## src/rtl/sample_output_buffer.sv

```systemverilog
// Packet-oriented output buffer: captures a generator packet into a circular
// FIFO and streams it to the DAC with a ready/valid handshake.
module sample_output_buffer #(
  parameter int DATA_W     = 12,
  parameter int FIFO_DEPTH = 16,
  parameter int ADDR_W     = 4
) (
  input  logic              CLK,
  input  logic              RESET,
  input  logic              SIGN_START_CALC,
  input  logic              SIGN_STOP_CALC,
  input  logic [DATA_W-1:0] DATA_IN,
  input  logic              DAC_READY,
  output logic              OUT_REG_READY,
  output logic [DATA_W-1:0] DAC_DATA,
  output logic              DAC_VALID,
  output logic              PACKET_LAST,
  output logic              OVERFLOW,
  output logic [31:0]       SAMPLE_COUNT
);

  typedef enum logic [1:0] {IDLE, CAPTURE, DRAIN} state_t;

  localparam logic [ADDR_W:0] DEPTH = (ADDR_W + 1)'(FIFO_DEPTH);

  state_t              state_q, state_d;
  logic [ADDR_W-1:0]   wr_ptr_q, wr_ptr_d;
  logic [ADDR_W-1:0]   rd_ptr_q, rd_ptr_d;
  logic [ADDR_W:0]     count_q, count_d;
  logic                overflow_q, overflow_d;
  logic                ready_q, ready_d;
  logic [31:0]         sample_cnt_q, sample_cnt_d;
  logic [DATA_W:0]     mem_q [FIFO_DEPTH];
  logic [DATA_W:0]     head;
  logic                empty, full, push, pop, wr_en;

  always_comb begin
    empty = (count_q == '0);
    full  = (count_q == DEPTH);
    pop   = !empty && DAC_READY;
    push  = (state_q == CAPTURE);
    // A full FIFO still accepts a write when the head leaves in the same cycle.
    wr_en = push && (!full || pop);

    wr_ptr_d     = wr_en ? wr_ptr_q + 1'b1 : wr_ptr_q;
    rd_ptr_d     = pop   ? rd_ptr_q + 1'b1 : rd_ptr_q;
    overflow_d   = overflow_q || (push && !wr_en);
    sample_cnt_d = sample_cnt_q;

    unique case ({wr_en, pop})
      2'b10:   count_d = count_q + 1'b1;
      2'b01:   count_d = count_q - 1'b1;
      default: count_d = count_q;
    endcase

    state_d = state_q;
    unique case (state_q)
      IDLE: begin
        if (SIGN_START_CALC) begin
          state_d      = CAPTURE;
          sample_cnt_d = '0;
        end
      end
      CAPTURE: begin
        sample_cnt_d = sample_cnt_q + 32'd1;
        // The last sample ends capture even if it was dropped on overflow.
        if (SIGN_STOP_CALC) state_d = DRAIN;
      end
      DRAIN: begin
        if (count_d == '0) state_d = IDLE;
      end
      default: state_d = IDLE;
    endcase

    ready_d = (state_d == IDLE);
  end

  always_ff @(posedge CLK) begin
    if (RESET) begin
      state_q      <= IDLE;
      wr_ptr_q     <= '0;
      rd_ptr_q     <= '0;
      count_q      <= '0;
      overflow_q   <= 1'b0;
      ready_q      <= 1'b1;
      sample_cnt_q <= '0;
    end else begin
      state_q      <= state_d;
      wr_ptr_q     <= wr_ptr_d;
      rd_ptr_q     <= rd_ptr_d;
      count_q      <= count_d;
      overflow_q   <= overflow_d;
      ready_q      <= ready_d;
      sample_cnt_q <= sample_cnt_d;
    end
  end

  // Storage is left unreset; occupancy alone decides what is visible.
  always_ff @(posedge CLK) begin
    if (wr_en) mem_q[wr_ptr_q] <= {SIGN_STOP_CALC, DATA_IN};
  end

  always_comb begin
    head          = mem_q[rd_ptr_q];
    DAC_VALID     = !empty;
    DAC_DATA      = empty ? '0 : head[DATA_W-1:0];
    PACKET_LAST   = !empty && head[DATA_W];
    OUT_REG_READY = ready_q;
    OVERFLOW      = overflow_q;
    SAMPLE_COUNT  = sample_cnt_q;
  end

endmodule

```

## config.mk

```make
export PLATFORM = sky130hd
export DESIGN_NAME = sample_output_buffer
export DESIGN_NICKNAME = d
export VERILOG_FILES = /design/src/rtl/sample_output_buffer.sv
export SDC_FILE = /design/constraint.sdc
export NUM_CORES = 1
export LEC_CHECK = 0
export ABC_CLOCK_PERIOD_IN_PS = 3350
export BUFFER_PORTS_ARGS = -buffer_cell sky130_fd_sc_hd__buf_2
export CORE_UTILIZATION = 60
export CTS_BUF_LIST = sky130_fd_sc_hd__clkbuf_8
export DETAILED_ROUTE_END_ITERATION = 8
export GPL_TIMING_DRIVEN = 0
export PLACE_DENSITY = 0.79
export SLEW_MARGIN = 10
export SYNTH_ARGS = -nofsm -noshare
export SYNTH_HDL_FRONTEND = slang
export SYNTH_SLANG_ARGS = --single-unit
```

## constraint.sdc

```tcl
create_clock -name CLK -period 3.35 [get_ports CLK]
set_input_delay 0.1675 -clock CLK [delete_from_list [all_inputs] [get_ports CLK]]
set_output_delay 0.1675 -clock CLK [all_outputs]
set_load 0.01 [all_outputs]
```

Word level (Yosys, flattened, before mapping). Memory sizes are Yosys's and may differ from the RTL's. A register that Yosys moved wholly into a read port is not among the register bits. Cells that the tools add are included.

Add/sub/neg operators: 5. Muxes and demuxes: 12. Reduce and logical (&&, ||, !) cells: 15. Order comparisons: 0. $mul: 0. Shift operators: 0. Div/mod/pow operators: 0. Bitwise operators: 0. Equal/unequal tests: 6.

Operator list (count): case mux 32 bit (2 select lines) (1); adder 32 x 1 -> 32 bit (second input constant) (1); 2-to-1 mux 32 bit (1); 2-to-1 mux 12 bit (1); logical NOT 5 bit (2); case mux 5 bit (2 select lines) (1); adder 4 x 1 -> 4 bit (second input constant) (2); 2-to-1 mux 4 bit (2); 2-to-1 mux 2 bit (3); case mux 2 bit (3 select lines) (1); adder 5 x 1 -> 5 bit (second input constant) (1); == test 5 bit (second input constant) (1); subtractor 5 x 1 -> 5 bit (second input constant) (1); == test 2 x 1 -> 1 bit (second input constant) (2); == test 2 bit (second input constant) (2); logical AND 1 bit (4); logical NOT 2 bit (2); logical NOT 1 bit (3); logical OR 1 bit (2); 2-to-1 mux 1 bit (2); inequality test 2 bit (second input constant) (1); AND reduction 2 bit (1); nonzero test 2 bit (1).

Memories kept: 1. Bits in latches: 0. Memory bits (writable): 208. ROM bits: 0. Logic and storage cells: 46. Register bits after elaboration: 49.

Memory list: mem_q (words 16, bits a word 13, rd ports 1, clocked after memory_dff 1, wr ports 1, line 33) `logic [DATA_W:0] mem_q [FIFO_DEPTH];`.

Depth between registers and ports, before layout. Gate-level depths: netlist (run 1).

Word-level depth: 11. Mapped depth: 10. Mapped depth without buffers: 9.

Worst setup path after synthesis (run 1). OpenSTA, ideal clock, no wires.

Path type: flip-flop to flip-flop. Start point: reg count_q[1]. End point: reg state_q[1]. Arrival: 2689 ps. Required time: 3230 ps. Library setup time: 120 ps. Slack: 542 ps. Clock period less this slack: 2808 ps. Cell stages (with the launch flop): 11. Path through: dfxtp_1 or4_1 clkbuf_1 o211ai_2 inv_1 ha_1 or2_2 o221a_2 a32oi_1 o2111ai_1 o31a_1.

Cells in the longest elaborated chain, start to end: 10. Elaborated cells between the ends (all ways): 15. Those cells by class: add/sub: 2; eq/ne: 3; mux: 3; reduce/logical: 7.

RTL lines: start, declared (line 29) `logic [ADDR_W:0] count_q, count_d;`; start signal, assigned (line 91) `count_q <= count_d;`; logical NOT 5 bit (line 38) `empty = (count_q == '0);`; logical NOT 1 bit (line 40) `pop = !empty && DAC_READY;`; logical AND 1 bit (line 40); logical OR 1 bit (line 43) `wr_en = push && (!full || pop);`; logical AND 1 bit (line 43); == test 2 x 1 -> 1 bit or == test 2 bit (tied branches) (line 50) `unique case ({wr_en, pop})`; case mux 5 bit (2 select lines) * (line 50); logical NOT 5 bit * (line 70) `if (count_d == '0) state_d = IDLE;`; 2-to-1 mux 2 bit * (line 70); case mux 2 bit (3 select lines) * (line 57) `unique case (state_q)`; end signal, assigned (line 88) `state_q <= state_d;`; end, declared (line 26) `state_t state_q, state_d;`.

Mark *: on every way between the ends. The rest lies on a longest branch, timed or not. A chain may end at the register's enable or synchronous reset.

==> out/metrics.yaml, run 1 <==
outcome:
  outcome: "finished, final reports clean"
yosys:
  synth_area_leaders: "edfxtp_1 (58%), mux4_2 (14%), dfxtp_1 (9.9%)"
  synth-seq-cells: 261
  postSynthAreaPerCell_sq_um: 16.6
  netlist.top_cell.by_area: "edfxtp_1"
  synth_ff_type: "edfxtp_1"
  ys_warn_count: 0
  synth.top_cell.area_share_pct: 58.2
  ys_types: 65
  synth_cells: 648
  synth.net_count: 675
  async_flop_share_pct: 0
  seq_area_frac_synth_pct: 68.1
  synth_edf_count: 208
  synthesis.area_sq_mm: 0.0107
power:
  clkPwrFrac_pct: 28.9
  switching_share_pct: 29.8
  leakage_uw: 0.00409
  power_density_mw_per_mm2: 656
  peakVddDrop_mv: 0.358
  comb_power_share_pct: 25.7
  p_switching_uw: 2400
  intPower_uw: 5670
  seqPwrFrac_pct: 45.4
global_routing:
  grt_max_degree: 19
  antenna_found_initial: 0
  grt_pass1_vias: 6556
  grtUsageTotal_pct: 27.1
  gr-total-overflow: 0
  grt_pass1_wl_um: 36200
drt:
  drt-met1-wl_um: 9600
  routed-wl-met2_um: 11700
  viasPerCell: 6.40
  wl_per_cell_um: 23.0
  drc: 0
  drt_pass1_iterations: 8
  antenna_left: 0
  wl_met3_um: 1760
  wl_um: 23700
  routed.top_layer: "met4"
  vias: 6590
  initialDrtViolationCount: 805
finish:
  drive_above_1_share_pct: 28.6
  diodes: 0
  stdcell_area_sq_mm: 0.0123
  fin_util_pct: 70.9
  syn_to_final_growth_pct: 14.7
  fin_nets: 802
sta:
  tightestPinTransition_ns: 1.02
  post-route-min-period_ns: 3.25
  min_period_over_period_pct: 96.9
  drv_slew: 0
  slew_headroom_pct: 31.9
  hold_violations: 0
  clock_skew_ns: 0.0287
  setup_violations: 0
  max_freq_ghz: 0.308
  rsz0062_at_grt: "true"
worst_setup_path:
  crit_cells: 6
  required_ns: 3.18
  cpMostUsedCell: "mux4_2"
  max_stage_delay_ns: 0.71
  crit_arrival_ns: 3.08
  endpoint_kind: "output pin"
  path_cells: "clkbuf_1 -> buf_1 -> mux4_2 -> mux4_2 -> and2_1 -> buf_2"
  slowest_stage: "buf_1"
  critPathTopFamily: "buffers and inverters"
  crit_fanout: 10
  crit_type: "reg -> out"
  crit_buf_inv: 3
  critPathLaunchType: "flop"
  rr_worst_depth: 10
place:
  place_area_sq_mm: 0.0115
  io_buffers: 63
  detailed_place_hpwl_um: 15500
  gp_congestion: 0.910
clock_tree:
  clkTransAtPathRegs_ns: 0.06
  post_cts_buffers: 0
  cts_buffer_depth: 3
  cts_tree: "done"
  clock_latency_ns: 0.55
  h-tree-depth: 2
  numCtsBuffers: 41
  clock-sinks: 261
  cts_root_buffer: "clkbuf_8"
run:
  cap_violations: 0
hold_path:
  hp-class: "in -> reg"
  hold-path-cell-count: 1
floorplan:
  initial_utilization_pct: 61.8
  num_rows: 48
  die_w_um: 136
  io_pins: 65
  design.core.area_sq_mm: 0.0174
  die-area_sq_mm: 0.0184
  die_h_um: 136
==> stage by stage <==
stage | hold slack, ns | setup TNS (ns) | std cells | total power, uW | setup slack (ns)
floorplan | 0.266 | 0 | 648 | 5150 | 0.542
global placement | 0.459 | -23.44 | 936 | 5680 | -0.488
detailed placement | 0.469 | 0 | 946 | 5780 | 0.245
CTS | 0.00200 | 0 | 1030 | 8090 | 0.0826
global route | 0.0134 | -0.0201 | 1030 | 8410 | -0.00510
finish | 0.0329 | 0 | 1030 | 8070 | 0.102
==> layout by cell type, fill, tap and decap left out, types with 12 or more instances in the layout <==
cell	instances
nand3_1	15
mux4_2	65
dfxtp_1	53
clkbuf_8	41
clkinv_1	14
and2_1	15
nor2_1	34
a21oi_1	27
nor2_2	12
inv_1	25
clkbuf_1	22
edfxtp_1	208
nand2_1	28
buf_2	69
==> Yosys cell counts, drive strengths merged (6+ instances only) <==
cell type / count
nand2: 28
nor2: 46
ha: 9
inv: 12
nor3: 6
nand4: 12
buf: 9
mux4: 65
edfxtp: 208
o211ai: 9
and2: 17
nor4: 6
clkbuf: 24
a21oi: 27
and4: 6
o21ai: 6
mux2: 6
or3: 8
dfxtp: 53
nand3: 15
==> worst register-to-register path, stage by stage (launching register included) <==
cell	delay, ns
dfxtp_1	0.37
or4_1	0.53
clkbuf_1	0.19
o211ai_2	0.32
inv_1	0.14
ha_1	0.23
or2_2	0.31
o221a_2	0.27
a32oi_1	0.31
o2111ai_1	0.16
o31a_1	0.26
==> repair_timing <==
action / in CTS / in global routing
resized for setup: 0 / 4
hold buffers: 11 / 0
hold endpoints to repair: 132 / 0
setup endpoints to repair: 0 / 7
==> final cells by class <==
cell class	count	area, sq um
Inverter	12	45.0
Clock inverter	32	138
Fill cell	1075	5050
Tap cell	225	282
Multi-Input combinational cell	341	3280
Timing Repair Buffer	84	538
Clock buffer	41	564
Sequential cell	261	7310
Buffer	34	153
==> power by group through the flow <==
stage,combinational [uW],clock [uW],sequential (uW)
6_report,2080,2330,3670
3_3_place_gp,1960,0,3720
4_1_cts,2070,2360,3660
2_1_floorplan,1430,0,3720
3_5_place_dp,2050,0,3730
5_1_grt,2230,2510,3670
==> final timing paths <==
path,start,endpoint,slack (ns)
setup / recovery,flop,DAC_DATA[10],0.10
hold / removal,DATA_IN[8],mem_q[5][8]$_DFFE_PP_,0.03
setup reg to reg,count_q[1]$_SDFF_PP0_,state_q[1]$_SDFF_PP0_,0.13
hold reg to reg,OVERFLOW$_SDFF_PP0_,OVERFLOW$_SDFF_PP0_,0.48
==> layer usage <==
metal,vias up,GRT usage (%)
met4,0,10.0
met5,-,0
met1,3308,36.7
met3,70,5.05
met2,342,44.0
li1,2870,-
==> state kept, by name (all words and copies together), names as in the netlist, named ones only <==
register / count
count_q: 5
rd_ptr_q: 4
SAMPLE_COUNT: 32
wr_ptr_q: 4
OUT_REG_READY: 1
OVERFLOW: 1
state_q: 2
mem_q: 208
==> cell families after synthesis <==
| kind of cell | count (synthesis) | synth area share [%] |
|---|---|---|
| flops | 261 | 68.1 |
| simple gates | 167 | 8.25 |
| compound gates | 82 | 5.40 |
| mux | 73 | 14.5 |
| buf+inv | 46 | 1.83 |
| fa+ha+maj | 10 | 1.24 |
| xor+xnor | 9 | 0.734 |
No activity file was read; power rests on OpenSTA's default activity.
==> run 2: changes to the inputs <==
--- a/config.mk
+++ b/config.mk
@@ -5,13 +5,13 @@
 export SDC_FILE = /design/constraint.sdc
 export NUM_CORES = 1
 export LEC_CHECK = 0
-export ABC_CLOCK_PERIOD_IN_PS = 3350
+export ABC_CLOCK_PERIOD_IN_PS = 3900
 export BUFFER_PORTS_ARGS = -buffer_cell sky130_fd_sc_hd__buf_2
 export CORE_UTILIZATION = 60
 export CTS_BUF_LIST = sky130_fd_sc_hd__clkbuf_8
 export DETAILED_ROUTE_END_ITERATION = 8
 export GPL_TIMING_DRIVEN = 0
-export PLACE_DENSITY = 0.79
+export PLACE_DENSITY = 0.83
 export SLEW_MARGIN = 10
 export SYNTH_ARGS = -nofsm -noshare
 export SYNTH_HDL_FRONTEND = slang
==> constraint.sdc (replaced) <==
create_clock -name CLK -period 3.9 [get_ports CLK]
set_input_delay 0.195 -clock CLK [delete_from_list [all_inputs] [get_ports CLK]]
set_output_delay 0.195 -clock CLK [all_outputs]
set_load 0.01 [all_outputs]
==> run 2 against run 1 <==
Compared with the run above: core utilization down 0.71 points; clock-buffer cell count up 3; sequential power down 14%; sequential share of layout area up 0.60 points; clock skew down 0.012 ns.
==> out/metrics.yaml, run 2 (synthesis gave the netlist of run 1 again) <==
drt:
  antenna_left: 0  # unchanged
  viasPerCell: 6.47  # +1.1%
  wl_um: 23700  # about the same
  vias: 6576  # -0.21%
  initialDrtViolationCount: 698  # -13%
  drt_pass1_iterations: 4  # -4
  drc: 0  # unchanged
  wl_per_cell_um: 23.3  # +1.3%
power:
  switching_share_pct: 29.5  # -0.28 points
  leakage_uw: 0.00406  # -0.67%
  clkPwrFrac_pct: 29.5  # +0.6 points
  comb_power_share_pct: 25.4  # -0.3 points
  seqPwrFrac_pct: 45.1  # -0.3 points
  p_switching_uw: 2060  # -14%
  finalPower_uw: 6980  # -14%
  power_density_mw_per_mm2: 573  # -13%
  intPower_uw: 4920  # -13%
  peakVddDrop_mv: 0.411  # +15%
worst_setup_path:
  max_stage_delay_ns: 0.74  # +0.03 ns
  critPathLaunchType: "flop"
  slowest_stage: "clkbuf_1"
  critPathTopFamily: "buffers and inverters"
  rr_worst_depth: 5  # -5
  crit_fanout: 10  # unchanged
  reg2reg_setup_slack_ns: 0.66  # +0.53 ns
  crit_cells: 6  # unchanged
  crit_buf_inv: 3  # unchanged
  path_cells: "clkbuf_1 -> clkbuf_1 -> mux4_2 -> mux4_2 -> and2_1 -> buf_2"
  crit_arrival_ns: 3.12  # +0.04 ns
  required_ns: 3.70  # +0.52 ns
  endpoint_kind: "output pin"
  crit_type: "reg -> out"
finish:
  fillCellCount: 1060  # -1.4%
  multi_input_area_sq_mm: 0.00328  # unchanged
  syn_to_final_growth_pct: 13.5
  fin_nets: 787  # -1.9%
  regMostFlops: "mem_q"
  stdcell_area_sq_mm: 0.0122  # -1.0%
  register_area_sq_mm: 0.00731  # unchanged
  final_cell_mix: "edfxtp_1 (208), buf_2 (69), mux4_2 (65)"
  layout_commonest_cell: "edfxtp_1"
  diodes: 0  # unchanged
  largest_reg_flops: 208  # unchanged
  layout.cells.non_filler: 1017  # -1.3%
  drive_above_1_share_pct: 28.9  # +0.34 points
global_routing:
  grt_max_degree: 19  # unchanged
  grt_pass1_wl_um: 35900  # -0.90%
  gr-total-overflow: 0  # unchanged
  grt_pass1_vias: 6478  # -1.2%
  antenna_found_initial: 0  # unchanged
  grtUsageTotal_pct: 27.1  # +0.055 points
hold_path:
  hp-class: "in -> reg"
  hold-path-cell-count: 1  # unchanged
sta:
  clock_skew_ns: 0.0163  # -0.0125 ns
  post-route-min-period_ns: 3.31
  slew_headroom_pct: 29.9  # -2.0 points
  min_period_over_period_pct: 84.9
  hold_ws_ns: 0.0315  # -0.00147 ns
  setup_violations: 0  # unchanged
  setup-tns-final_ns: 0  # unchanged
  hold_violations: 0  # unchanged
  rsz0062_at_grt: "false"
  drv_slew: 0  # unchanged
  tightestPinTransition_ns: 1.05  # +0.0291 ns
  max_freq_ghz: 0.302
clock_tree:
  hold_buffers: 0  # -11
  post_cts_resized: 0  # unchanged
  clock_latency_ns: 0.53  # -0.02 ns
  cts_buffer_depth: 3  # unchanged
  post_cts_buffers: 0  # unchanged
  cts_tree: "done"
  cts_root_buffer: "clkbuf_8"
  clock-sinks: 261  # unchanged
  h-tree-depth: 2  # unchanged
  clkTransAtPathRegs_ns: 0.06  # about the same
  numCtsBuffers: 41  # unchanged
place:
  io_buffers: 63  # unchanged
  detailed_place_hpwl_um: 15400  # -0.54%
  gp_congestion: 0.848  # -6.8%
  place_area_sq_mm: 0.0114  # -0.46%
  dp.cells: 942  # -0.42%
floorplan:
  num_rows: 48  # unchanged
  die_w_um: 136  # unchanged
  die_h_um: 136  # unchanged
  io_pins: 65  # unchanged
  initial_utilization_pct: 61.8  # unchanged
  die-area_sq_mm: 0.0184  # unchanged
  design.core.area_sq_mm: 0.0174  # unchanged
outcome:
  outcome: "finished, final reports clean"
run:
  cap_violations: 0  # unchanged
[run 2: cell count changes in the layout (fill, tap and decap cells not counted), sizes merged]
| cell | previous run | this run |
|---|---|---|
| inv | 26 | 32 |
| dlygate4sd3 | 11 | 0 |
| clkbuf | 64 | 68 |
| buf | 83 | 78 |
| clkinv | 16 | 9 |
[run 2: final timing paths]
| kind | startpoint | end |
|---|---|---|
| setup / recovery | flop | DAC_DATA[3] |
| hold / removal | DATA_IN[5] | mem_q[10][5]$_DFFE_PP_ |
| setup reg to reg | state_q[0]$_SDFF_PP0_ | mem_q[7][11]$_DFFE_PP_ |
| hold reg to reg | OVERFLOW$_SDFF_PP0_ | OVERFLOW$_SDFF_PP0_ |
[run 2: routing by layer]
layer	global-route usage, %	share of wire (%)	vias up
met5	0	0	-
met3	5.20	10	53
met4	9.99	2.4	0
li1	-	-	2843
met1	36.7	38	3245
met2	44.2	50	435
[run 2: through the flow]
stage	util, %	worst slack [ns]
final	70.2	0.589
after CTS	70.1	0.406
after floorplan	-	1.09
after detailed placement	65.9	0.442
after global routing	70.2	0.469
after global placement	65.3	0.132
[run 2: power groups by stage]
stage	logic, uW	clock network (uW)	registers, uW
after floorplan	1230	0	3190
after global placement	1660	0	3200
after detailed placement	1760	0	3210
after CTS	1770	2080	3150
after global routing	1920	2180	3160
final	1770	2060	3150
[run 2: layout make-up]
| type | instances | share of cell area [%] |
|---|---|---|
| Sequential cell | 261 | 60.0 |
| Multi-Input combinational cell | 341 | 26.9 |
| Clock buffer | 44 | 4.97 |
| Timing Repair Buffer | 69 | 3.14 |
| Tap cell | 225 | 2.31 |
| Buffer | 34 | 1.24 |
| Clock inverter | 31 | 1.06 |
| Inverter | 12 | 0.370 |
==> run 3: changes to the inputs <==
--- a/config.mk
+++ b/config.mk
@@ -5,7 +5,7 @@
 export SDC_FILE = /design/constraint.sdc
 export NUM_CORES = 1
 export LEC_CHECK = 0
-export ABC_CLOCK_PERIOD_IN_PS = 3900
+export ABC_CLOCK_PERIOD_IN_PS = 3400
 export BUFFER_PORTS_ARGS = -buffer_cell sky130_fd_sc_hd__buf_2
 export CORE_UTILIZATION = 60
 export CTS_BUF_LIST = sky130_fd_sc_hd__clkbuf_8
==> constraint.sdc (replaced) <==
create_clock -name CLK -period 3.4 [get_ports CLK]
set_input_delay 0.17 -clock CLK [delete_from_list [all_inputs] [get_ports CLK]]
set_output_delay 0.17 -clock CLK [all_outputs]
set_load 0.01 [all_outputs]
==> run 3 against run 2 <==
Compared with the run above: clock skew fell by 0.0027 ns; non-clock buffer count is 8 higher; critical path depth stayed put; power rose by 15%; worst setup slack worse by 0.48 ns; largest cell class unchanged; register-to-register slack got worse by 0.46 ns; clock power is 15% higher; first-iteration DRC count down 8.0%; worst hold slack worse by 0.017 ns; via count grew 0.94%; sequential cell count unchanged.
==> out/metrics.yaml, run 3 (synthesis gave the netlist of run 1 again) <==
finish:
  fin_nets: 795  # +1.0%
  drive_above_1_share_pct: 28.6  # -0.29 points
  register_area_sq_mm: 0.00731  # unchanged
  regMostFlops: "mem_q"
  final_cell_mix: "edfxtp_1 (208), buf_2 (69), mux4_2 (65)"
  syn_to_final_growth_pct: 14.2
  fin_util_pct: 70.6  # +0.46 points
  fillCellCount: 1036  # -2.3%
  stdcell_area_sq_mm: 0.0123  # +0.66%
  multi_input_area_sq_mm: 0.00328  # unchanged
  layout_commonest_cell: "edfxtp_1"
  largest_reg_flops: 208  # unchanged
  diodes: 0  # unchanged
floorplan:
  initial_utilization_pct: 61.8  # unchanged
  die-area_sq_mm: 0.0184  # unchanged
  design.core.area_sq_mm: 0.0174  # unchanged
  die_h_um: 136  # unchanged
  num_rows: 48  # unchanged
  die_w_um: 136  # unchanged
  io_pins: 65  # unchanged
worst_setup_path:
  critPathLaunchType: "flop"
  crit_fanout: 10  # unchanged
  endpoint_kind: "output pin"
  crit_type: "reg -> out"
  crit_end: "DAC_DATA[10]"
  crit_arrival_ns: 3.12  # about the same
  reg2reg_setup_slack_ns: 0.20  # -0.46 ns
  required_ns: 3.23  # -0.47 ns
  r2r_end: "mem_q[7][11]$_DFFE_PP_"
  rr_worst_depth: 5  # unchanged
  timing.rr.start: "state_q[0]$_SDFF_PP0_"
drt:
  antenna_left: 0  # unchanged
  drt_pass1_iterations: 7  # +3
  initialDrtViolationCount: 642  # -8.0%
  wl_per_cell_um: 23.9  # +2.3%
  vias: 6638  # +0.94%
  viasPerCell: 6.48  # +0.15%
  wl_um: 24500  # +3.1%
  drc: 0  # unchanged
sta:
  drv_slew: 0  # unchanged
  setup_violations: 0  # unchanged
  hold_violations: 0  # unchanged
  clock_skew_ns: 0.0135  # -0.00274 ns
  post-route-min-period_ns: 3.29
  hold_ws_ns: 0.0144  # -0.0171 ns
  tightestPinTransition_ns: 1.03  # -0.0242 ns
  slew_headroom_pct: 31.5  # +1.6 points
  rsz0062_at_grt: "false"
  max_freq_ghz: 0.304
  min_period_over_period_pct: 96.8
global_routing:
  grt_max_degree: 19  # unchanged
  grtUsageTotal_pct: 27.7  # +0.62 points
  antenna_found_initial: 0  # unchanged
  grt_pass1_wl_um: 36600  # +1.9%
  grt_pass1_vias: 6499  # +0.32%
  gr-total-overflow: 0  # unchanged
power:
  finalPower_uw: 8040  # +15%
  peakVddDrop_mv: 0.473  # +15%
  leakage_uw: 0.00410  # +0.82%
  power_density_mw_per_mm2: 656  # +14%
clock_tree:
  clock-sinks: 261  # unchanged
  post_cts_buffers: 0  # unchanged
  cts_root_buffer: "clkbuf_8"
  clock_latency_ns: 0.54  # about the same
  cts_tree: "done"
  numCtsBuffers: 41  # unchanged
  clkTransAtPathRegs_ns: 0.06  # about the same
  cts_buffer_depth: 3  # unchanged
  h-tree-depth: 2  # unchanged
place:
  detailed_place_hpwl_um: 15400  # unchanged
  place_area_sq_mm: 0.0114  # unchanged
  gp_congestion: 0.848  # unchanged
  io_buffers: 63  # unchanged
hold_path:
  hp-class: "in -> reg"
  hold-path-cell-count: 1  # unchanged
run:
  cap_violations: 0  # unchanged
outcome:
  outcome: "finished, final reports clean"
## run 3: metrics by stage
stage | worst slack [ns] | TNS (ns) | cells
final | 0.108 | 0 | 1025
after global routing | 0.0261 | 0 | 1025
after CTS | 0.0447 | 0 | 1025
after global placement | -0.368 | -17.07 | 936
after floorplan | 0.592 | 0 | 648
after detailed placement | -0.0580 | -0.736 | 942
## run 3: worst min-delay path by stage
stage,from,to,slack (ns)
floorplan,DATA_IN[0],mem_q[0][0]$_DFFE_PP_,0.27
detailed placement,OVERFLOW$_SDFF_PP0_,OVERFLOW$_SDFF_PP0_,0.47
finish,DATA_IN[1],mem_q[0][1]$_DFFE_PP_,0.01
CTS,DATA_IN[1],mem_q[0][1]$_DFFE_PP_,0.002
global route,DATA_IN[8],mem_q[7][8]$_DFFE_PP_,0.01
global placement,OVERFLOW$_SDFF_PP0_,OVERFLOW$_SDFF_PP0_,0.46
## run 3: timing repair
action                                  4_1_cts  5_1_grt
hold buffers                                  8        0
endpoints found under the setup margin       16        0
gates resized for setup                       2        0
hold endpoints to repair                     72        0
## run 3: worst max-delay path, cell delays in order, from the launching register on
cell,delay [ns]
dfxtp_1,0.32
clkbuf_1,0.26
clkbuf_1,0.72
mux4_2,0.46
mux4_2,0.48
and2_1,0.19
buf_2,0.14
## run 3: per-layer routing
metal | track usage, % | vias up | part of all wire [%]
li1 | - | 2856 | -
met1 | 36.5 | 3296 | 37
met2 | 46.0 | 431 | 51
met3 | 5.42 | 55 | 9.7
met4 | 10.5 | 0 | 2.3
met5 | 0 | - | 0
## run 3: layout make-up
| cell class | count | area share (%) |
|---|---|---|
| Buffer | 34 | 1.23 |
| Clock buffer | 44 | 4.94 |
| Clock inverter | 31 | 1.05 |
| Inverter | 12 | 0.367 |
| Multi-Input combinational cell | 341 | 26.7 |
| Sequential cell | 261 | 59.6 |
| Tap cell | 225 | 2.30 |
| Timing Repair Buffer | 77 | 3.78 |
## run 3: power breakdown
part	switching (uW)	internal (uW)	total (uW)
Combinational	1140	910	2050
Clock	1180	1200	2370
Sequential	73.4	3540	3620
